===== src/rtl/sdram_port_arbiter.sv =====
// Two-port round-robin sequencer in front of the SDRAM driver: one word per grant,
// active-low start strobes, per-port read data return and sticky hang/no-data flags.
module sdram_port_arbiter #(
    parameter int ROW_W       = 13,
    parameter int COL_W       = 13,
    parameter int DATA_W      = 16,
    parameter int TIMEOUT_CYC = 255
) (
    input  logic              CLK_160_COMMON,
    input  logic              reset,
    input  logic              a_req,
    input  logic              a_we,
    input  logic [1:0]        a_bank,
    input  logic [ROW_W-1:0]  a_row,
    input  logic [COL_W-1:0]  a_col,
    input  logic [DATA_W-1:0] a_wdata,
    output logic              a_ack,
    output logic [DATA_W-1:0] a_rdata,
    output logic              a_rvalid,
    input  logic              b_req,
    input  logic              b_we,
    input  logic [1:0]        b_bank,
    input  logic [ROW_W-1:0]  b_row,
    input  logic [COL_W-1:0]  b_col,
    input  logic [DATA_W-1:0] b_wdata,
    output logic              b_ack,
    output logic [DATA_W-1:0] b_rdata,
    output logic              b_rvalid,
    output logic              sd_start_write,
    output logic              sd_start_read,
    output logic [1:0]        sd_bank,
    output logic [ROW_W-1:0]  sd_row,
    output logic [COL_W-1:0]  sd_col,
    output logic [DATA_W-1:0] sd_wdata,
    input  logic              sd_process,
    input  logic              sd_ready_data,
    input  logic [DATA_W-1:0] sd_rdata,
    output logic              err_timeout,
    output logic              err_noread,
    output logic              busy
);

    typedef enum logic [1:0] {IDLE, ISSUE, WAIT_END, DONE} state_t;

    localparam logic [7:0] CNT_LAST = 8'(TIMEOUT_CYC - 1);

    state_t            state, state_nxt;
    logic              grant_b, rr_last_b, we_lat, got_data, rdy_prev;
    logic [7:0]        cnt;
    logic [DATA_W-1:0] cap_data;
    logic              pick_b, rd_rise, got_now;
    logic [DATA_W-1:0] rd_word;

    // Tie goes to the port that did not win last time.
    assign pick_b  = b_req && (!a_req || !rr_last_b);
    assign rd_rise = sd_ready_data && !rdy_prev && !we_lat;
    assign got_now = got_data || rd_rise;
    // Data may arrive in the very cycle the driver drops process_flg.
    assign rd_word = rd_rise ? sd_rdata : cap_data;

    always_ff @(posedge CLK_160_COMMON or posedge reset) begin
        if (reset) state <= IDLE;
        else       state <= state_nxt;
    end

    always_comb begin
        state_nxt      = state;
        sd_start_write = 1'b1;
        sd_start_read  = 1'b1;
        busy           = 1'b1;
        a_ack          = 1'b0;
        b_ack          = 1'b0;
        a_rvalid       = 1'b0;
        b_rvalid       = 1'b0;
        case (state)
            IDLE: begin
                busy = 1'b0;
                if ((a_req || b_req) && !sd_process) state_nxt = ISSUE;
            end
            ISSUE: begin
                sd_start_write = !we_lat;
                sd_start_read  = we_lat;
                if (sd_process)           state_nxt = WAIT_END;
                else if (cnt == CNT_LAST) state_nxt = DONE;
            end
            WAIT_END: begin
                if (!sd_process) state_nxt = DONE;
            end
            DONE: begin
                a_ack     = !grant_b;
                b_ack     = grant_b;
                a_rvalid  = !grant_b && !we_lat && got_data;
                b_rvalid  = grant_b && !we_lat && got_data;
                state_nxt = IDLE;
            end
            default: state_nxt = IDLE;
        endcase
    end

    always_ff @(posedge CLK_160_COMMON or posedge reset) begin
        if (reset) begin
            grant_b     <= 1'b0;
            rr_last_b   <= 1'b1;
            we_lat      <= 1'b0;
            got_data    <= 1'b0;
            rdy_prev    <= 1'b0;
            cnt         <= '0;
            cap_data    <= '0;
            sd_bank     <= '0;
            sd_row      <= '0;
            sd_col      <= '0;
            sd_wdata    <= '0;
            a_rdata     <= '0;
            b_rdata     <= '0;
            err_timeout <= 1'b0;
            err_noread  <= 1'b0;
        end else begin
            rdy_prev <= sd_ready_data;
            case (state)
                IDLE: begin
                    if (state_nxt == ISSUE) begin
                        grant_b  <= pick_b;
                        we_lat   <= pick_b ? b_we    : a_we;
                        sd_bank  <= pick_b ? b_bank  : a_bank;
                        sd_row   <= pick_b ? b_row   : a_row;
                        sd_col   <= pick_b ? b_col   : a_col;
                        sd_wdata <= pick_b ? b_wdata : a_wdata;
                        cnt      <= '0;
                        got_data <= 1'b0;
                    end
                end
                ISSUE: begin
                    if (sd_process) begin
                        cnt <= '0;
                    end else if (cnt == CNT_LAST) begin
                        cnt         <= '0;
                        err_timeout <= 1'b1;
                    end else begin
                        cnt <= cnt + 8'd1;
                    end
                end
                WAIT_END: begin
                    if (rd_rise) begin
                        cap_data <= sd_rdata;
                        got_data <= 1'b1;
                    end
                    // Port data is loaded on entry to DONE so it is valid alongside rvalid.
                    if (!sd_process && got_now) begin
                        if (grant_b) b_rdata <= rd_word;
                        else         a_rdata <= rd_word;
                    end
                end
                DONE: begin
                    if (!we_lat && !got_data) err_noread <= 1'b1;
                    rr_last_b <= grant_b;
                    got_data  <= 1'b0;
                end
                default: ;
            endcase
        end
    end

endmodule


===== config.mk =====
export PLATFORM = sky130hd
export DESIGN_NAME = sdram_port_arbiter
export DESIGN_NICKNAME = d
export VERILOG_FILES = /design/src/rtl/sdram_port_arbiter.sv
export SDC_FILE = /design/constraint.sdc
export NUM_CORES = 1
export LEC_CHECK = 0
export CORE_AREA = 4 4 143 145
export DETAILED_ROUTE_END_ITERATION = 16
export DIE_AREA = 0 0 147 149
export DONT_BUFFER_PORTS = 1
export GPL_ROUTABILITY_DRIVEN = 0
export SYNTH_ARGS = -nofsm -noshare
export SYNTH_HDL_FRONTEND = slang
export SYNTH_SLANG_ARGS = --single-unit

===== constraint.sdc =====
create_clock -name CLK_160_COMMON -period 4.15 [get_ports CLK_160_COMMON]
set_input_delay 0.83 -clock CLK_160_COMMON [delete_from_list [all_inputs] [get_ports CLK_160_COMMON]]
set_output_delay 0.83 -clock CLK_160_COMMON [all_outputs]
set_load 0.005 [all_outputs]

==> results of run 1 <==
[synth_stat cells, types with 2 or more instances]
cell type    n
buf_4        6
o21ai_0     38
buf_6        5
a21o_1       3
a31oi_1      5
and3_1       5
clkbuf_1     3
buf_2       11
dfrtp_1    108
o211ai_1     2
mux2i_1     61
or2_2        2
nor2_1      51
a21oi_1     50
nand2_1     41
mux2_4      10
nand2b_1     3
inv_1        6
ha_1         2
and2_1       2
mux2_2       6
nand3_1      3
[flip-flops by register name, summed over array words and instances (netlist names), 2 cells and up]
| register | flops |
|---|---|
| a_rdata | 16 |
| sd_bank | 2 |
| cnt | 8 |
| sd_wdata | 16 |
| cap_data | 16 |
| sd_row | 13 |
| sd_col | 13 |
| b_rdata | 16 |
| state | 2 |
[layout by cell type, fill, tap and decap left out, types with 2 or more instances in the layout]
cell type,synthesis,layout
nor3b_4,1,2
nand3_1,3,3
a21o_1,3,3
and3_1,5,5
nand2_1,41,41
mux2_2,6,6
dfrtp_1,108,108
o21ai_0,38,38
a31oi_1,5,5
mux2_4,10,10
ha_1,2,2
mux2i_1,61,61
nand2b_1,3,3
and2_1,2,2
or2_2,2,2
clkinv_4,0,4
o211ai_1,2,2
inv_1,6,5
a21oi_1,50,50
buf_4,6,6
nor2_1,51,51
clkbuf_16,0,9
inv_8,0,2
[per-layer routing]
metal  up-vias  global-route usage (%)  wire [um]
met4         0                    3.17        131
met5         -                       0          0
li1       1520                       -          -
met1      1570                    12.2       4710
met2       108                    16.8       5750
met3        10                    3.92        818
[worst min-delay path by stage]
| stage | start | end | slack, ps | depth (start not counted) |
|---|---|---|---|---|
| floorplan | err_noread | err_noread | 460 | 2 |
| global placement | cnt[5] | cnt[5] | 480 | 1 |
| detailed placement | cap_data[3] | cap_data[3] | 490 | 1 |
| CTS | sd_ready_data | rdy_prev | 480 | 0 |
| global route | sd_ready_data | rdy_prev | 470 | 0 |
| finish | err_timeout | err_timeout | 500 | 1 |
[critical path, stage by stage (launching register included)]
cell and delay (ps):
dfrtp_1 620, nand2_1 210, nor2_1 150, and3_1 190
[cell type report]
class	count	area (um^2)	area share (%)
Clock buffer	9	225	4.16
Clock inverter	6	57.6	1.06
Inverter	6	25.0	0.462
Multi-Input combinational cell	302	2000	36.9
Sequential cell	109	2730	50.4
Tap cell	265	332	6.13
Timing Repair Buffer	6	45.0	0.832
[cell families (layout without fill, tap and decap cells)]
| logic type | Yosys count | count (layout) | share of synthesized area, % |
|---|---|---|---|
| adders and majority gates | 2 | 2 | 0.511 |
| buffers and inverters | 32 | 27 | 3.99 |
| and+or+nand+nor | 115 | 115 | 10.7 |
| muxes | 77 | 77 | 16.9 |
| AOI/OAI and AO/OA | 107 | 107 | 12.0 |
| xor gates and xnor gates | 1 | 1 | 0.179 |
| DFF | 109 | 109 | 55.7 |
[power by group through the flow]
stage               Sequential [uW]  Combinational (uW)  Clock (uW)
floorplan                      1670                 611           0
global placement               1790                 656           0
detailed placement             1810                 697           0
CTS                            1790                 695         871
global route                   1830                 784         920
finish                         1770                 681         827
[metrics by stage]
stage	instances	util, %	hold slack (ps)	worst slack [ps]
5_1_grt	703	28.2	474	1650
4_1_cts	703	28.2	484	1780
3_3_place_gp	688	26.7	485	1940
2_1_floorplan	443	-	460	448
3_5_place_dp	688	26.7	490	1880
6_report	703	28.2	504	1800
==> metrics.md, run 1 <==
| Metric | Value |
|---|---|
| First-pass GRT wire length | `17600 um` |
| Final net count | `548` |
| Max-Cap Viols | `0` |
| Share of power burned in registers | `54.0%` |
| CP startpoint | `state[1]` |
| Area Overhead vs Synth | `10.5%` |
| Flop2flop setup slack | `2040 ps` |
| CP endpoint kind | `primary output` |
| Share of synthesized registers carrying an async set or reset | `100%` |
| Hold_buf cts | `0` |
| Sw frac | `33.3%` |
| Initial Utilization | `25.5%` |
| Synth unique cells | `42` |
| Avg WL per Cell | `16.2 um` |
| Clock network power share | `25.2%` |
| Int Pwr | `2190 uW` |
| Logic pwr share | `20.8%` |
| Layout cells sized above 1 | `11.0%` |
| Status | `complete, no violations` |
| Clock skew | `12.1 ps` |
| Post-synthesis cell count | `443` |
| Post-DP Area | `0.00513 mm^2` |
| Reg2reg end | `sd_row[6]` |
| Antenna diodes | `0` |
| Leak Pwr | `0.00238 uW` |
| Die boundary width | `147 um` |
| CTS buffer count | `9` |
| Tot Pwr | `3280 uW` |
| Setup crit end | `a_rvalid` |
| Critical Path RT | `3320 ps` |
| Syn Area/Cell | `11.1 um^2` |
| Slew margin rel. | `31.0%` |
| Type of the tightest min-delay check | `flop to flop` |
| CTS-repair resized insts | `0` |
| Worst-skew pair later-pin latency | `350 ps` |
| Worst EP arrival | `1520 ps` |
| Crit Path Class | `flop to primary output` |
| Core area | `0.0192 mm^2` |
| Setup Buffers After CTS | `0` |
| Die area | `0.0219 mm^2` |
| CP Launch Type | `flop` |
| Final-report max-slew violation count | `0` |
| Post-synth EDFFs | `0` |
| CTS tree | `done` |
| Yosys reg bits | `109` |
| CTS Buffer Depth | `2` |
| Via/cell ratio | `4.56` |
| Yosys top cell by area | `dfrtp_1` |
| Final ANT Viol Nets | `0` |
| Design area | `0.00541 mm^2` |
| Vias | `3208` |
| Netlist Area Pre-Place | `0.00490 mm^2` |
| Seq/Total Area, Yosys | `55.7%` |
| Min Tclk post-route | `2350 ps` |
| Total grt overflow | `0` |
| Setup_tns | `0 ps` |
| Initial DRC count | `184` |
| Most area-consuming cells after synthesis | `dfrtp_1 (55%), mux2i_1 (12%), a21oi_1 (5.1%)` |
| Final worst path period share | `56.7%` |
| Post-DP HPWL | `8280 um` |
| Gr usage total | `10.1%` |
| Sink Count | `109` |
| Synth warn | `0` |
| # rows | `51` |
| Pre-antenna DRT Iters | `6` |
| Main synth FF type | `dfrtp_1` |
| Peak VDD IR | `0.245 mV` |
| Largest net degree at the start of global routing | `94` |
| FF-to-FF Start | `state[1]` |
| Initial antenna violation count | `0` |
| Switch Pwr | `1090 uW` |
| Port Buffers | `0` |
| CTS H-tree lvls | `3` |
| Worst reg2reg path depth | `5` |
| Max Clk Rate | `425 MHz` |
| Critical-path maximum fanout | `13` |
| Syn nets | `557` |
| Fillers | `1984` |
| Vias in the first global route | `3282` |
| Yosys top cell area share | `55.2%` |
| Drt total wl | `11400 um` |
| Worst slew pin tran | `1030 ps` |
| Final setup fails | `0` |
| Die Y | `149 um` |
| PD cells | `606 mW/mm^2` |
| Clk pin slew, worst setup/hold paths | `80 ps` |
| Io pins | `197` |
| Final hold violations | `0` |
| Root Driver | `clkbuf_16` |
| RSZ-0062 raised after global routing | `no` |
| Number of remaining DRC errors | `0` |
Power figures use the tool's default switching activity.
==> run 2: changes to the inputs <==
clock period = 1.94 ns   (was 4.15 ns; I/O delays follow)
==> run 2 against run 1 <==
Via count up 0.87%; total power up 120%; clock power up 130%; first-iteration DRC count down 13%; non-clock buffer count up 7; critical path depth unchanged; sequential share of layout area down 1.2 points; count of clock-buffer cells in the layout unchanged; worst hold slack worse by 450 ps; wire length up 6.7%; cell count up 1.1%; largest cell class unchanged; largest power group unchanged.
==> metrics.md, run 2 (synthesized netlist as in run 1, its figures left out) <==
| Metric | Value |
|---|---|
| Sw frac | `32.9% (-0.39 points)` |
| Clock skew | `11.6 ps (-0.527 ps)` |
| Die Y | `149 um (unchanged)` |
| Flop2flop setup slack | `220 ps (-1820 ps)` |
| Initial DRC count | `161 (-13%)` |
| Final-report max-slew violation count | `0 (unchanged)` |
| Area of the multi-input gates | `0.00200 mm^2 (unchanged)` |
| Final net count | `555 (+1.3%)` |
| Io pins | `197 (unchanged)` |
| RSZ-0062 raised after global routing | `no` |
| Peak VDD IR | `0.513 mV (+110%)` |
| Gr usage total | `11.0% (+0.90 points)` |
| Max Clk Rate | `554 MHz` |
| Drt total wl | `12200 um (+6.7%)` |
| Post-DP HPWL | `9170 um (+11%)` |
| Die boundary width | `147 um (unchanged)` |
| CP endpoint kind | `primary output` |
| Die area | `0.0219 mm^2 (unchanged)` |
| # rows | `51 (unchanged)` |
| Critical-path maximum fanout | `11 (-2)` |
| Total grt overflow | `0 (unchanged)` |
| Most frequent cells in the layout | `dfrtp_1 (106), mux2i_1 (61), nor2_1 (51), a21oi_1 (50), nand2_1 (41)` |
| Core area | `0.0192 mm^2 (unchanged)` |
| Root Driver | `clkbuf_16` |
| Worst Slack Setup Final | `134 ps (-1660 ps)` |
| Layout cells sized above 1 | `12.8% (+1.8 points)` |
| Design area | `0.00554 mm^2 (+2.4%)` |
| Final core occ | `28.9% (+0.68 points)` |
| Grt peak-use layer | `met2` |
| Worst slew pin tran | `570 ps (-464 ps)` |
| Avg WL per Cell | `17.1 um (+5.5%)` |
| Worst-skew pair later-pin latency | `360 ps (about the same)` |
| Setup Buffers After CTS | `0 (unchanged)` |
| Min Tclk post-route | `1810 ps` |
| Antenna diodes | `0 (unchanged)` |
| WHS | `57.3 ps (-446 ps)` |
| CTS Buffer Depth | `2 (unchanged)` |
| Dpl ws | `232 ps (-1650 ps)` |
| Initial Utilization | `25.5% (unchanged)` |
| Met3 usage | `4.31% (+0.40 points)` |
| Post-DP Area | `0.00523 mm^2 (+1.9%)` |
| Critical Path RT | `1550 ps (-1770 ps)` |
| PD cells | `1310 mW/mm^2 (+120%)` |
| Switch Pwr | `2390 uW (+120%)` |
| Final setup fails | `0 (unchanged)` |
| Met1 Use GR | `12.0% (-0.15 points)` |
| Int Pwr | `4860 uW (+120%)` |
| Pre-antenna DRT Iters | `4 (-2)` |
| Initial antenna violation count | `0 (unchanged)` |
| Met2 Resource Use GR | `18.6% (+1.8 points)` |
| Max-Cap Viols | `0 (unchanged)` |
| Sink Count | `109 (unchanged)` |
| Port Buffers | `0 (unchanged)` |
| Final ANT Viol Nets | `0 (unchanged)` |
| Area Overhead vs Synth | `13.2%` |
| Status | `complete, no violations` |
| Slew margin rel. | `61.9% (+31 points)` |
| CTS tree | `done` |
| Final worst path period share | `93.1%` |
| Setup_tns | `0 ps (unchanged)` |
| Sequential cell area | `0.00273 mm^2 (about the same)` |
| Final hold violations | `0 (unchanged)` |
| Via/cell ratio | `4.55 (-0.26%)` |
| Vias in the first global route | `3372 (+2.7%)` |
| Share of power burned in registers | `52.1% (-1.9 points)` |
| Number of remaining DRC errors | `0 (unchanged)` |
| First-pass GRT wire length | `18600 um (+5.3%)` |
| CP Launch Type | `flop` |
| Vias | `3236 (+0.87%)` |
| Clk pin slew, worst setup/hold paths | `80 ps (about the same)` |
| Crit Path Class | `flop to primary output` |
| Clock network power share | `26.3% (+1.1 points)` |
| CTS H-tree lvls | `3 (unchanged)` |
| Leak Pwr | `0.00243 uW (+2.2%)` |
| Worst EP arrival | `1420 ps (-100 ps)` |
| Leading cell type in the layout, fill and taps excluded | `dfrtp_1` |
| Largest net degree at the start of global routing | `65 (-31%)` |
| Fillers | `1948 (-1.8%)` |
| Type of the tightest min-delay check | `input pin to flop` |
| CTS buffer count | `9 (unchanged)` |
| Logic pwr share | `21.6% (+0.8 points)` |
[run 2: cell count changes in the layout (fill, tap and decap cells not counted)]
cell / delta
buf_12: +4
dfrtp_2: +2
clkinvlp_4: +2
inv_4: -1
inv_6: +3
clkinv_2: +1
dlygate4sd3_1: +1
bufinv_16: +1
buf_4: +2
clkinv_4: -4
inv_8: -1
dfrtp_1: -2
[run 2: power groups by stage]
| stage | Clock [uW] | Sequential, uW | Combinational [uW] |
|---|---|---|---|
| after global routing | 2080 | 3880 | 1810 |
| after CTS | 1980 | 3790 | 1600 |
| final | 1910 | 3770 | 1570 |
| after floorplan | 0 | 3570 | 1310 |
| after detailed placement | 0 | 3830 | 1600 |
| after global placement | 0 | 3800 | 1500 |
[run 2: stage by stage]
stage / instances / total power [uW]
detailed placement: 694 / 5430
global placement: 694 / 5300
floorplan: 443 / 4880
CTS: 711 / 7380
finish: 711 / 7250
global route: 711 / 7770
[run 2: cell type report]
cell class	instances	share of cell area (%)
repair buffers	13	2.71
multi-input cells	302	36.0
clock buffers	9	4.06
flip-flops and latches	109	49.3
clock inverters	7	1.44
inverters	6	0.474
well taps	265	5.98
[run 2: per-layer routing]
metal | up-vias | routed length (um) | part of all wire [%]
li1 | 1537 | - | -
met1 | 1574 | 4630 | 38
met2 | 105 | 6130 | 50
met3 | 20 | 1040 | 8.5
met4 | 0 | 375 | 3.1
met5 | - | 0 | 0
[run 2: critical path, stage by stage, from the launching register on]
cell	delay, ps
dfrtp_2	470
nand2_1	180
nor2_1	150
and3_1	270
[run 2: final timing paths]
check,startpoint,end,cells past startpoint
worst max-delay path,state[1],b_rvalid,3
worst min-delay path,sd_ready_data,rdy_prev,0
worst max register to register,cnt[0],cnt[5],6
worst min register to register,err_timeout,err_timeout,1
max in group asynchronous,reset,cap_data[7],3
min in group asynchronous,reset,cnt[7],2
[run 2: repair_timing]
item | 4_1_cts | 5_1_grt
hold buffers | 1 | 0
pin swaps | 0 | 0
gates resized for setup | 1 | 1
endpoints found under the hold margin | 19 | 0
setup endpoints to repair | 2 | 2
==> run 3: changes to the inputs <==
CELL_PAD_IN_SITES_DETAIL_PLACEMENT = 0   (was not set)
CELL_PAD_IN_SITES_GLOBAL_PLACEMENT = 1   (was not set)
PLACE_DENSITY_LB_ADDON = 0.1   (was not set)
==> run 3 against run 2 <==
First-iteration DRC count fell by 31%; worst hold slack about the same; fmax is 0.49% higher; count of clock-buffer cells in the layout increased by 1; via count fell by 1.5%; cell count grew 1.4%; clock power down 7%; sequential share of layout area shrank 0.51 points; combinational power is 4% higher; wire length up 3.4%; largest power group unchanged.
==> metrics.md, run 3 (synthesized netlist as in run 1, its figures left out) <==
| Metric | Value |
|---|---|
| Status | `complete, no violations` |
| Vias in the first global route | `3193 (-5.3%)` |
| Worst-skew pair later-pin latency | `350 ps (about the same)` |
| Die area | `0.0219 mm^2 (unchanged)` |
| Die Y | `149 um (unchanged)` |
| Post-DP HPWL | `9300 um (+1.4%)` |
| Final hold violations | `0 (unchanged)` |
| Final-report max-slew violation count | `0 (unchanged)` |
| CP endpoint kind | `primary output` |
| Total grt overflow | `0 (unchanged)` |
| CP max stage cell | `dfrtp_1` |
| Final Non-Filler Cells | `721 (+1.4%)` |
| Clock skew | `9.15 ps (-2.46 ps)` |
| CTS tree | `done` |
| Core area | `0.0192 mm^2 (unchanged)` |
| CTS Buffer Depth | `2 (unchanged)` |
| Peak VDD IR | `0.425 mV (-17%)` |
| Via/cell ratio | `4.42 (-2.8%)` |
| Largest net degree at the start of global routing | `47 (-28%)` |
| Slew margin rel. | `65.5% (+3.6 points)` |
| Leak Pwr | `0.00248 uW (+1.8%)` |
| Number of remaining DRC errors | `0 (unchanged)` |
| Initial Utilization | `25.5% (unchanged)` |
| Sink Count | `109 (unchanged)` |
| Vias | `3188 (-1.5%)` |
| Initial antenna violation count | `0 (unchanged)` |
| Initial DRC count | `111 (-31%)` |
| Avg WL per Cell | `17.5 um (+2.0%)` |
| Area Overhead vs Synth | `14.3%` |
| Critical-path maximum fanout | `7 (-4)` |
| First-pass GRT wire length | `19200 um (+3.3%)` |
| Gr usage total | `11.4% (+0.40 points)` |
| CTS-repair resized insts | `0 (-1)` |
| Worst path max stage delay | `400 ps (-70 ps)` |
| RSZ-0062 raised after global routing | `no` |
| Crit Path Class | `flop to primary output` |
| PD cells | `1280 mW/mm^2 (-2.2%)` |
| Max Clk Rate | `556 MHz (+0.49%)` |
| Fillers | `2006 (+3.0%)` |
| Worst-path cell chain | `buf_4 > nand2b_1 > or2_2` |
| Layout cells sized above 1 | `14.0% (+1.3 points)` |
| Root Driver | `clkbuf_16` |
| Worst slew pin tran | `517 ps (-53.3 ps)` |
| Setup_tns | `0 ps (unchanged)` |
| Port Buffers | `0 (unchanged)` |
| Flop2flop setup slack | `240 ps (+20 ps)` |
| Antenna diodes | `0 (unchanged)` |
| # rows | `51 (unchanged)` |
| Pre-antenna DRT Iters | `4 (unchanged)` |
| Critical Path RT | `1550 ps (about the same)` |
| Min Tclk post-route | `1800 ps (-8.77 ps)` |
| CTS H-tree lvls | `3 (unchanged)` |
| Die boundary width | `147 um (unchanged)` |
| Clk pin slew, worst setup/hold paths | `80 ps (about the same)` |
| Final net count | `565 (+1.8%)` |
| Most frequent cells in the layout | `dfrtp_1 (108), mux2i_1 (61), nor2_1 (51), a21oi_1 (50), nand2_1 (41)` |
| Final worst path period share | `92.7% (-0.45 points)` |
| Max-Cap Viols | `0 (unchanged)` |
| Worst EP arrival | `1410 ps (about the same)` |
| Final ANT Viol Nets | `0 (unchanged)` |
| Io pins | `197 (unchanged)` |
| Drt total wl | `12600 um (+3.4%)` |
| Tot Pwr | `7160 uW (-1.3%)` |
| CTS buffer count | `9 (unchanged)` |
| CP Launch Type | `flop` |
| Final setup fails | `0 (unchanged)` |
| Type of the tightest min-delay check | `input pin to flop` |
| Placed insts | `704 (+1.4%)` |
| Leading cell type in the layout, fill and taps excluded | `dfrtp_1` |
run 3: changes by cell type in the layout (fill, tap and decap cells not counted):
| cell | delta |
|---|---|
| bufinv_16 | -1 |
| buf_4 | +9 |
| clkinv_2 | +1 |
| inv_8 | -1 |
| dfrtp_2 | -2 |
| clkbuf_1 | +1 |
| dfrtp_1 | +2 |
| buf_12 | +1 |
run 3: final timing paths:
path,startpoint,end,depth (start not counted)
setup / recovery,state[1],sd_start_read,3
hold / removal,sd_ready_data,rdy_prev,0
setup reg to reg,we_lat,a_rdata[2],4
hold reg to reg,cap_data[12],cap_data[12],1
max in group asynchronous,reset,rr_last_b,3
min in group asynchronous,reset,a_rdata[3],2
run 3: metrics by stage:
step / setup slack (ps) / util (%) / cell area [um^2] / hold WS (ps)
global placement: 251 / 27.7 / 5310 / 331
floorplan: 237 / - / 4900 / 419
finish: 142 / 29.1 / 5600 / 57.5
CTS: 112 / 29.1 / 5600 / 37.0
global route: 50.0 / 29.1 / 5600 / 35.0
detailed placement: 199 / 27.7 / 5310 / 339
run 3: power breakdown:
| group | internal [uW] | switching [uW] |
|---|---|---|
| registers | 3080 | 683 |
| clock network | 883 | 891 |
| logic | 803 | 823 |
| total | 4760 | 2400 |
run 3: repair_timing:
| item | in CTS | in global routing |
|---|---|---|
| hold buffers | 1 | 0 |
| setup buffers | 0 | 0 |
| hold endpoints to repair | 14 | 0 |
run 3: routing by layer:
| metal | up-vias | wire [um] | global-route usage [%] |
|---|---|---|---|
| met3 | 10 | 1060 | 4.35 |
| met2 | 100 | 6200 | 18.5 |
| met4 | 0 | 172 | 4.33 |
| met1 | 1518 | 5160 | 13.8 |
| met5 | - | 0 | 0 |
| li1 | 1560 | - | - |
run 3: area by class of cell:
cell class                      count  area, um^2  share of cell area (%)
Clock inverter                      6        43.8                   0.783
Timing Repair Buffer               23         238                    4.25
Tap cell                          265         332                    5.93
Multi-Input combinational cell    302        2000                    35.7
Clock buffer                       10         229                    4.09
Inverter                            6        26.3                   0.470
Sequential cell                   109        2730                    48.8
run 3: worst max-delay path, delay by kind of cell (launching register included):
kind | cells | cell delay, ps
AND/OR/NAND/NOR | 2 | 470
buffers and inverters | 1 | 180
flip-flops | 1 | 400
